## src/rtl/pulse_pkg.sv

```systemverilog
// Shared constants for the pulse edge capture monitor: entry layout, FSM encoding
// and the bit positions of the three monitored lines inside the edge masks.
package pulse_pkg;

    localparam int CNT_W_DEF = 32;
    localparam int ENTRY_W   = 6 + CNT_W_DEF;

    typedef logic [1:0] state_t;

    localparam state_t IDLE    = 2'd0;
    localparam state_t ARMED   = 2'd1;
    localparam state_t CAPTURE = 2'd2;
    localparam state_t DONE    = 2'd3;

    localparam int SYNC_B  = 0;
    localparam int PULSE_B = 1;
    localparam int INHIB_B = 2;

    function automatic int entry_width(input int cnt_w);
        return 6 + cnt_w;
    endfunction

endpackage

```

## src/rtl/capture_fifo.sv

```systemverilog
// Show-ahead FIFO: the head entry is held in a register so rd_data is valid
// whenever the FIFO is non-empty and clears to zero on reset or flush.
module capture_fifo #(
    parameter int DEPTH   = 16,
    parameter int ENTRY_W = 38
) (
    input  logic                     clk_pll,
    input  logic                     reset,
    input  logic                     flush,
    input  logic                     wr,
    input  logic [ENTRY_W-1:0]       wr_data,
    input  logic                     rd,
    output logic [ENTRY_W-1:0]       rd_data,
    output logic                     full,
    output logic                     empty,
    output logic [$clog2(DEPTH):0]   count
);
    localparam int AW = $clog2(DEPTH);

    logic [ENTRY_W-1:0] mem [DEPTH];
    logic [AW-1:0]      wr_ptr_reg, wr_ptr_next;
    logic [AW-1:0]      rd_ptr_reg, rd_ptr_next;
    logic [AW:0]        count_reg, count_next;
    logic [ENTRY_W-1:0] head_reg, head_next;
    logic               wr_ok, rd_ok;

    assign empty   = (count_reg == '0);
    assign full    = (count_reg == (AW+1)'(DEPTH));
    assign rd_ok   = rd & ~empty & ~flush;
    // A full FIFO still accepts a write when the head is popped on the same edge.
    assign wr_ok   = wr & ~flush & (~full | rd_ok);
    assign rd_data = head_reg;
    assign count   = count_reg;

    always_comb begin
        wr_ptr_next = wr_ptr_reg + AW'(wr_ok);
        rd_ptr_next = rd_ptr_reg + AW'(rd_ok);
        count_next  = count_reg + (AW+1)'(wr_ok) - (AW+1)'(rd_ok);
        if (flush) begin
            wr_ptr_next = '0;
            rd_ptr_next = '0;
            count_next  = '0;
        end
        // The new head is either already in memory or is being written right now.
        if (count_next == '0)
            head_next = '0;
        else if (wr_ok && (wr_ptr_reg == rd_ptr_next))
            head_next = wr_data;
        else
            head_next = mem[rd_ptr_next];
    end

    always_ff @(posedge clk_pll or negedge reset) begin
        if (!reset) begin
            wr_ptr_reg <= '0;
            rd_ptr_reg <= '0;
            count_reg  <= '0;
            head_reg   <= '0;
        end else begin
            wr_ptr_reg <= wr_ptr_next;
            rd_ptr_reg <= rd_ptr_next;
            count_reg  <= count_next;
            head_reg   <= head_next;
        end
    end

    always_ff @(posedge clk_pll) begin
        if (wr_ok)
            mem[wr_ptr_reg] <= wr_data;
    end

endmodule

```

## src/rtl/pulse_edge_capture.sv

```systemverilog
// Timestamps edges on the looped-back sync/pulse/inhib lines relative to the
// sync rising edge for one armed cycle, and queues them for host readback.
module pulse_edge_capture
    import pulse_pkg::*;
#(
    parameter int CNT_W = CNT_W_DEF,
    parameter int DEPTH = 16
) (
    input  logic                   clk_pll,
    input  logic                   reset,
    input  logic                   sync_in,
    input  logic                   pulse_in,
    input  logic                   inhib_in,
    input  logic                   arm,
    input  logic [CNT_W-1:0]       timeout,
    input  logic                   rd_en,
    output logic [5+CNT_W:0]       rd_data,
    output logic                   rd_valid,
    output logic [$clog2(DEPTH):0] fifo_count,
    output logic                   overflow,
    output logic                   busy,
    output logic                   done
);
    localparam int EW = entry_width(CNT_W);

    logic [2:0]       raw;
    logic [2:0]       meta_reg, sync_reg, hist_reg;
    logic [2:0]       rise, fall;
    state_t           state_reg, state_next;
    logic [CNT_W-1:0] ts_reg, ts_next;
    logic             overflow_reg;
    logic             fifo_wr, fifo_full, fifo_empty, drop;
    logic [EW-1:0]    wr_data;

    assign raw = {inhib_in, pulse_in, sync_in};

    // Identical pipelines on all three lines, so the latency cancels in timestamps.
    always_ff @(posedge clk_pll or negedge reset) begin
        if (!reset) begin
            meta_reg <= '0;
            sync_reg <= '0;
            hist_reg <= '0;
        end else begin
            meta_reg <= raw;
            sync_reg <= meta_reg;
            hist_reg <= sync_reg;
        end
    end

    assign rise    = sync_reg & ~hist_reg;
    assign fall    = ~sync_reg & hist_reg;
    assign wr_data = {rise, fall, ts_reg};

    always_comb begin
        state_next = state_reg;
        ts_next    = ts_reg;
        fifo_wr    = 1'b0;
        case (state_reg)
            ARMED: begin
                if (rise[SYNC_B]) begin
                    state_next = CAPTURE;
                    ts_next    = CNT_W'(1);
                    fifo_wr    = 1'b1;
                end
            end
            CAPTURE: begin
                // The closing sync rise ends the window and is itself not logged.
                if (rise[SYNC_B]) begin
                    state_next = DONE;
                end else begin
                    fifo_wr = |{rise, fall};
                    if ((timeout != '0) && (ts_reg == timeout))
                        state_next = DONE;
                    ts_next = (&ts_reg) ? ts_reg : ts_reg + CNT_W'(1);
                end
            end
            default: ;
        endcase
        if (arm) begin
            state_next = ARMED;
            ts_next    = '0;
            fifo_wr    = 1'b0;
        end
    end

    assign drop = fifo_wr & fifo_full & ~(rd_en & ~fifo_empty);

    always_ff @(posedge clk_pll or negedge reset) begin
        if (!reset) begin
            state_reg    <= IDLE;
            ts_reg       <= '0;
            overflow_reg <= 1'b0;
        end else begin
            state_reg <= state_next;
            ts_reg    <= ts_next;
            if (arm)
                overflow_reg <= 1'b0;
            else if (drop)
                overflow_reg <= 1'b1;
        end
    end

    capture_fifo #(
        .DEPTH   (DEPTH),
        .ENTRY_W (EW)
    ) u_fifo (
        .clk_pll (clk_pll),
        .reset   (reset),
        .flush   (arm),
        .wr      (fifo_wr),
        .wr_data (wr_data),
        .rd      (rd_en),
        .rd_data (rd_data),
        .full    (fifo_full),
        .empty   (fifo_empty),
        .count   (fifo_count)
    );

    assign rd_valid = ~fifo_empty;
    assign overflow = overflow_reg;
    assign busy     = (state_reg == ARMED) || (state_reg == CAPTURE);
    assign done     = (state_reg == DONE);

endmodule

```

## config.mk

```make
export PLATFORM = sky130hd
export DESIGN_NAME = pulse_edge_capture
export DESIGN_NICKNAME = d
export VERILOG_FILES = /design/src/rtl/pulse_pkg.sv /design/src/rtl/capture_fifo.sv /design/src/rtl/pulse_edge_capture.sv
export SDC_FILE = /design/constraint.sdc
export NUM_CORES = 1
export LEC_CHECK = 0
export CORE_UTILIZATION = 40
export CTS_CLUSTER_SIZE = 24
export DETAILED_ROUTE_END_ITERATION = 10
export MAX_ROUTING_LAYER = met4
export PLACE_DENSITY = 0.59
export SLEW_MARGIN = 0
export SYNTH_ARGS = -nofsm -noshare
export SYNTH_HDL_FRONTEND = slang
export SYNTH_SLANG_ARGS = --single-unit
```

## constraint.sdc

```tcl
create_clock -name clk_pll -period 13 [get_ports clk_pll]
set_clock_uncertainty 0.05 [all_clocks]
set_input_delay 1.95 -clock clk_pll [delete_from_list [all_inputs] [get_ports clk_pll]]
set_output_delay 1.95 -clock clk_pll [all_outputs]
set_load 0.005 [all_outputs]
```

==> impl_metrics.ini <==
[outcome]
outcome = complete, no violations

[clock_network]
numClockSinks = 703
post_cts_resized = 0
path_clk_slew_ns = 0.06
htree_levels = 3
cts_buffer_depth = 3
post-cts-setup-buffers = 0
cts_tree = done
clk_latency_ns = 0.61
numCtsBuffers = 75
hold_buffers = 0
cts_root_buf = clkbuf_16

[yosys]
ys_seq_elements = 703
synth_top_area_cell = edfxtp_1
yosysTopAreaCellShare_pct = 63.31
synthFlopType = edfxtp_1
ys.warnings.count = 0
synth_adder_area_share_pct = 0.6768
ys_async_sr_fraction_pct = 13.51
synth-simple-area-share_pct = 11.51
netlist_area_um2 = 28840
synth-xor-area-share_pct = 1.974
synth_cell_types = 61
synth_top_family_by_area = simple AND/OR/NAND/NOR gates
ys_seq_area_share_pct = 71.55
avgSynthCellArea_um2 = 13.66
synth_area_leaders = edfxtp_1 (63%), dfrtp_1 (8.2%), nand2_1 (4.6%), mux2i_1 (4.0%), a21oi_1 (2.8%)
synthMuxAreaShare_pct = 4.074
synth_edf_count = 608
synth_fp_nets = 2165
synth_compound_area_share_pct = 7.748
synth_cells = 2111

[placement]
io_buffers = 85
detailed_place_hpwl_mm = 41.38
dp.cells = 3042
place_area_um2 = 30670
routabilityCongestion = 0.8619

[sta]
fmax_mhz = 140.5
rsz0062_at_grt = false
setup_violations = 0
fin_hold_ws_ns = 0.3047
fin_crit_ns = 7.117
post-route-period-util_pct = 54.75
tightest_slew_ns = 1.210
finalSetupTns_ns = 0
hold_viol_final = 0
drv_slew = 0
slew_headroom_pct = 18.61

[global_routing]
grt_antenna_before_repair = 0
grt_pass1_vias = 17450
grt_max_degree = 93
grt_pass1_wl_mm = 115.3
grt-ovfl-total = 0
track_usage_pct = 21.89

[worst_hold_path]
worstHoldStart = meta_reg[2]$_DFF_PN0_
hold_path.class = flip-flop to flip-flop
min_path_cells = 0
worstHoldEndpoint = sync_reg[2]$_DFF_PN0_

[final_layout]
area_growth_pct = 14.69
multi_input_area_um2 = 7647
layout.cells.non_filler = 3179
drive_gt1_share_pct = 8.614
diodes = 0
nFillCells = 6302
final_area_um2 = 33080
largest_register_ffs = 608
register_area_um2 = 20630
nets = 2223

[drt]
wl_per_cell_um = 24.48
ant_nets = 0
drc = 0
via_per_inst = 5.703
drt_iter0_drc = 1864
via_count = 18130
first_pass_iters = 5
drt_wl_total_mm = 77.81

[critical_path]
cp_max_fo = 92
reg2reg_to = u_fifo.rd_data[18]$_DFF_PN0_
critPathSlowestCell = clkdlybuf4s50_1
regToRegSetupSlack_ns = 7.00
startpoint = arm
cp.required_ns = 13.47
worstPathArrival_ns = 7.59
end_kind = flip-flop
slowest_delay_ns = 1.02
reg2reg_depth = 14
r2r-start = u_fifo.count[3]$_DFF_PN0_
worstSetupPathType = input pin to flip-flop
crit_path_start_kind = input pin
path_cells = clkdlybuf4s50_1 -> and3b_1 -> ha_4 -> nand2b_4 -> inv_4 -> buf_4 -> nand2_1 -> a31oi_1 -> a221oi_1 -> or3_1 -> a21oi_1

[die]
io_pins = 86
coreArea_um2 = 71360
die_area_um2 = 73180
fp.dieW_um = 270.5
die_h_um = 270.5
row_count = 98
start_util_pct = 40.41

[run]
max_cap_violations = 0

[power_and_ir_drop]
switching_share_pct = 26.54
clkPwrFrac_pct = 37.4
peakVddDrop_v = 0.0001608
p_switching_mw = 1.476
power_frac_comb_pct = 17.0
p_seq_share_pct = 45.6
cellLeakagePower_nw = 11.66
finalPower_mw = 5.563
p_per_area_nw_per_um2 = 168.2
cellInternalPower_mw = 4.087
## cell families after synthesis
logic type                 Yosys count
and+or+nand+nor                    708
DFF                                703
AOI/OAI and AO/OA                  344
buffers and inverters              159
muxes                              117
xor gates and xnor gates            65
adders and majority gates           15
## area by class of cell
type / count / area share [%]
multi-input cells: 1249 / 23.12
repair buffers: 122 / 3.404
inverters: 18 / 0.2270
clock buffers: 99 / 6.192
clock inverters: 38 / 1.078
well taps: 950 / 3.594
flip-flops and latches: 703 / 62.38
## cells in the final DEF, fill, tap and decap left out, types with 3 or more instances in the layout
master           netlist  routed
a211oi_1              40      40
a21oi_1              161     161
a221oi_1              75      75
a31o_2                 3       3
a31oi_1               38      38
and3_1                 4       4
buf_4                  2      38
bufinv_16              0       5
clkbuf_1              73      17
clkbuf_16              0      76
clkbuf_8               0       6
clkdlybuf4s50_1        0      84
clkinv_1               0      11
clkinv_2               0      15
clkinvlp_4             0       3
dfrtp_1               95      95
edfxtp_1             608     608
ha_1                  14      13
inv_1                 15      13
inv_4                  1       3
mux2i_1              116     116
nand2_1              350     350
nand2b_1               5       3
nand2b_4               1       3
nand3_1              131     131
nand4_1               14      14
nor2_1                52      40
nor2_4                 0      12
nor2b_1               49      49
nor3_1                20      15
nor3_2                 0       5
nor4_1                18      18
nor4_4                 3       3
o21ai_0               10      10
or3_1                 46      46
xnor2_1               15      15
xor2_1                50      50
## synth_stat cells, types with 3 or more instances
cell type,number
a31o_2,3
buf_1,18
inv_1,15
or3_1,46
o21ai_0,10
nor4_4,3
nand3_1,131
ha_1,14
clkbuf_1,73
a221oi_1,75
nor2_1,52
nor3_1,20
nand2_1,350
xor2_1,50
a21oi_1,161
dfrtp_1,95
edfxtp_1,608
mux2i_1,116
and3_1,4
nand2b_1,5
a211oi_1,40
nor2b_1,49
buf_2,41
buf_6,4
a31oi_1,38
nand4_1,14
or2_1,3
nor4_1,18
xnor2_1,15
## stage by stage
| step | setup slack (ns) | utilization [%] |
|---|---|---|
| 2_1_floorplan | 6.797 | - |
| 3_3_place_gp | 5.394 | 42.98 |
| 3_5_place_dp | 5.251 | 42.98 |
| 4_1_cts | 5.919 | 46.35 |
| 5_1_grt | 5.484 | 46.35 |
| 6_report | 5.883 | 46.35 |
## critical path: cells and delay by family
family | cells | cell delay, ns
buffers and inverters | 3 | 2.77
AO/OA/AOI/OAI | 3 | 0.46
AND/OR/NAND/NOR | 4 | 1.26
adder cells (fa/ha/maj) | 1 | 0.97
## how the worst max path moves through the flow
stage | endpoint | cells after the start | slack (ns)
after global placement | u_fifo.rd_data[13]$_DFF_PN0_ | 11 | 5.39
after detailed placement | u_fifo.rd_data[11]$_DFF_PN0_ | 11 | 5.25
after CTS | u_fifo.rd_data[18]$_DFF_PN0_ | 11 | 5.92
after global routing | u_fifo.rd_data[20]$_DFF_PN0_ | 11 | 5.48
final | u_fifo.rd_data[18]$_DFF_PN0_ | 11 | 5.88
after floorplan | u_fifo.mem[0][0]$_DFFE_PP_ | 5 | 6.80
## per-layer routing
| metal | track usage (%) | vias to the layer above | wire [um] |
|---|---|---|---|
| met3 | 3.808 | 144 | 5992 |
| met2 | 32.04 | 776 | 35320 |
| li1 | - | 8038 | - |
| met5 | - | - | 0 |
| met4 | 7.151 | 0 | 2354 |
| met1 | 30.92 | 9172 | 34150 |
## power groups by stage
stage	sequential [mW]	clock (mW)	combinational, mW
6_report	2.54	2.08	0.946
5_1_grt	2.54	2.20	1.03
4_1_cts	2.54	2.11	0.950
3_5_place_dp	2.58	0	0.945
3_3_place_gp	2.59	0	0.936
2_1_floorplan	2.57	0	0.579
No activity file was read; power rests on OpenSTA's default activity.
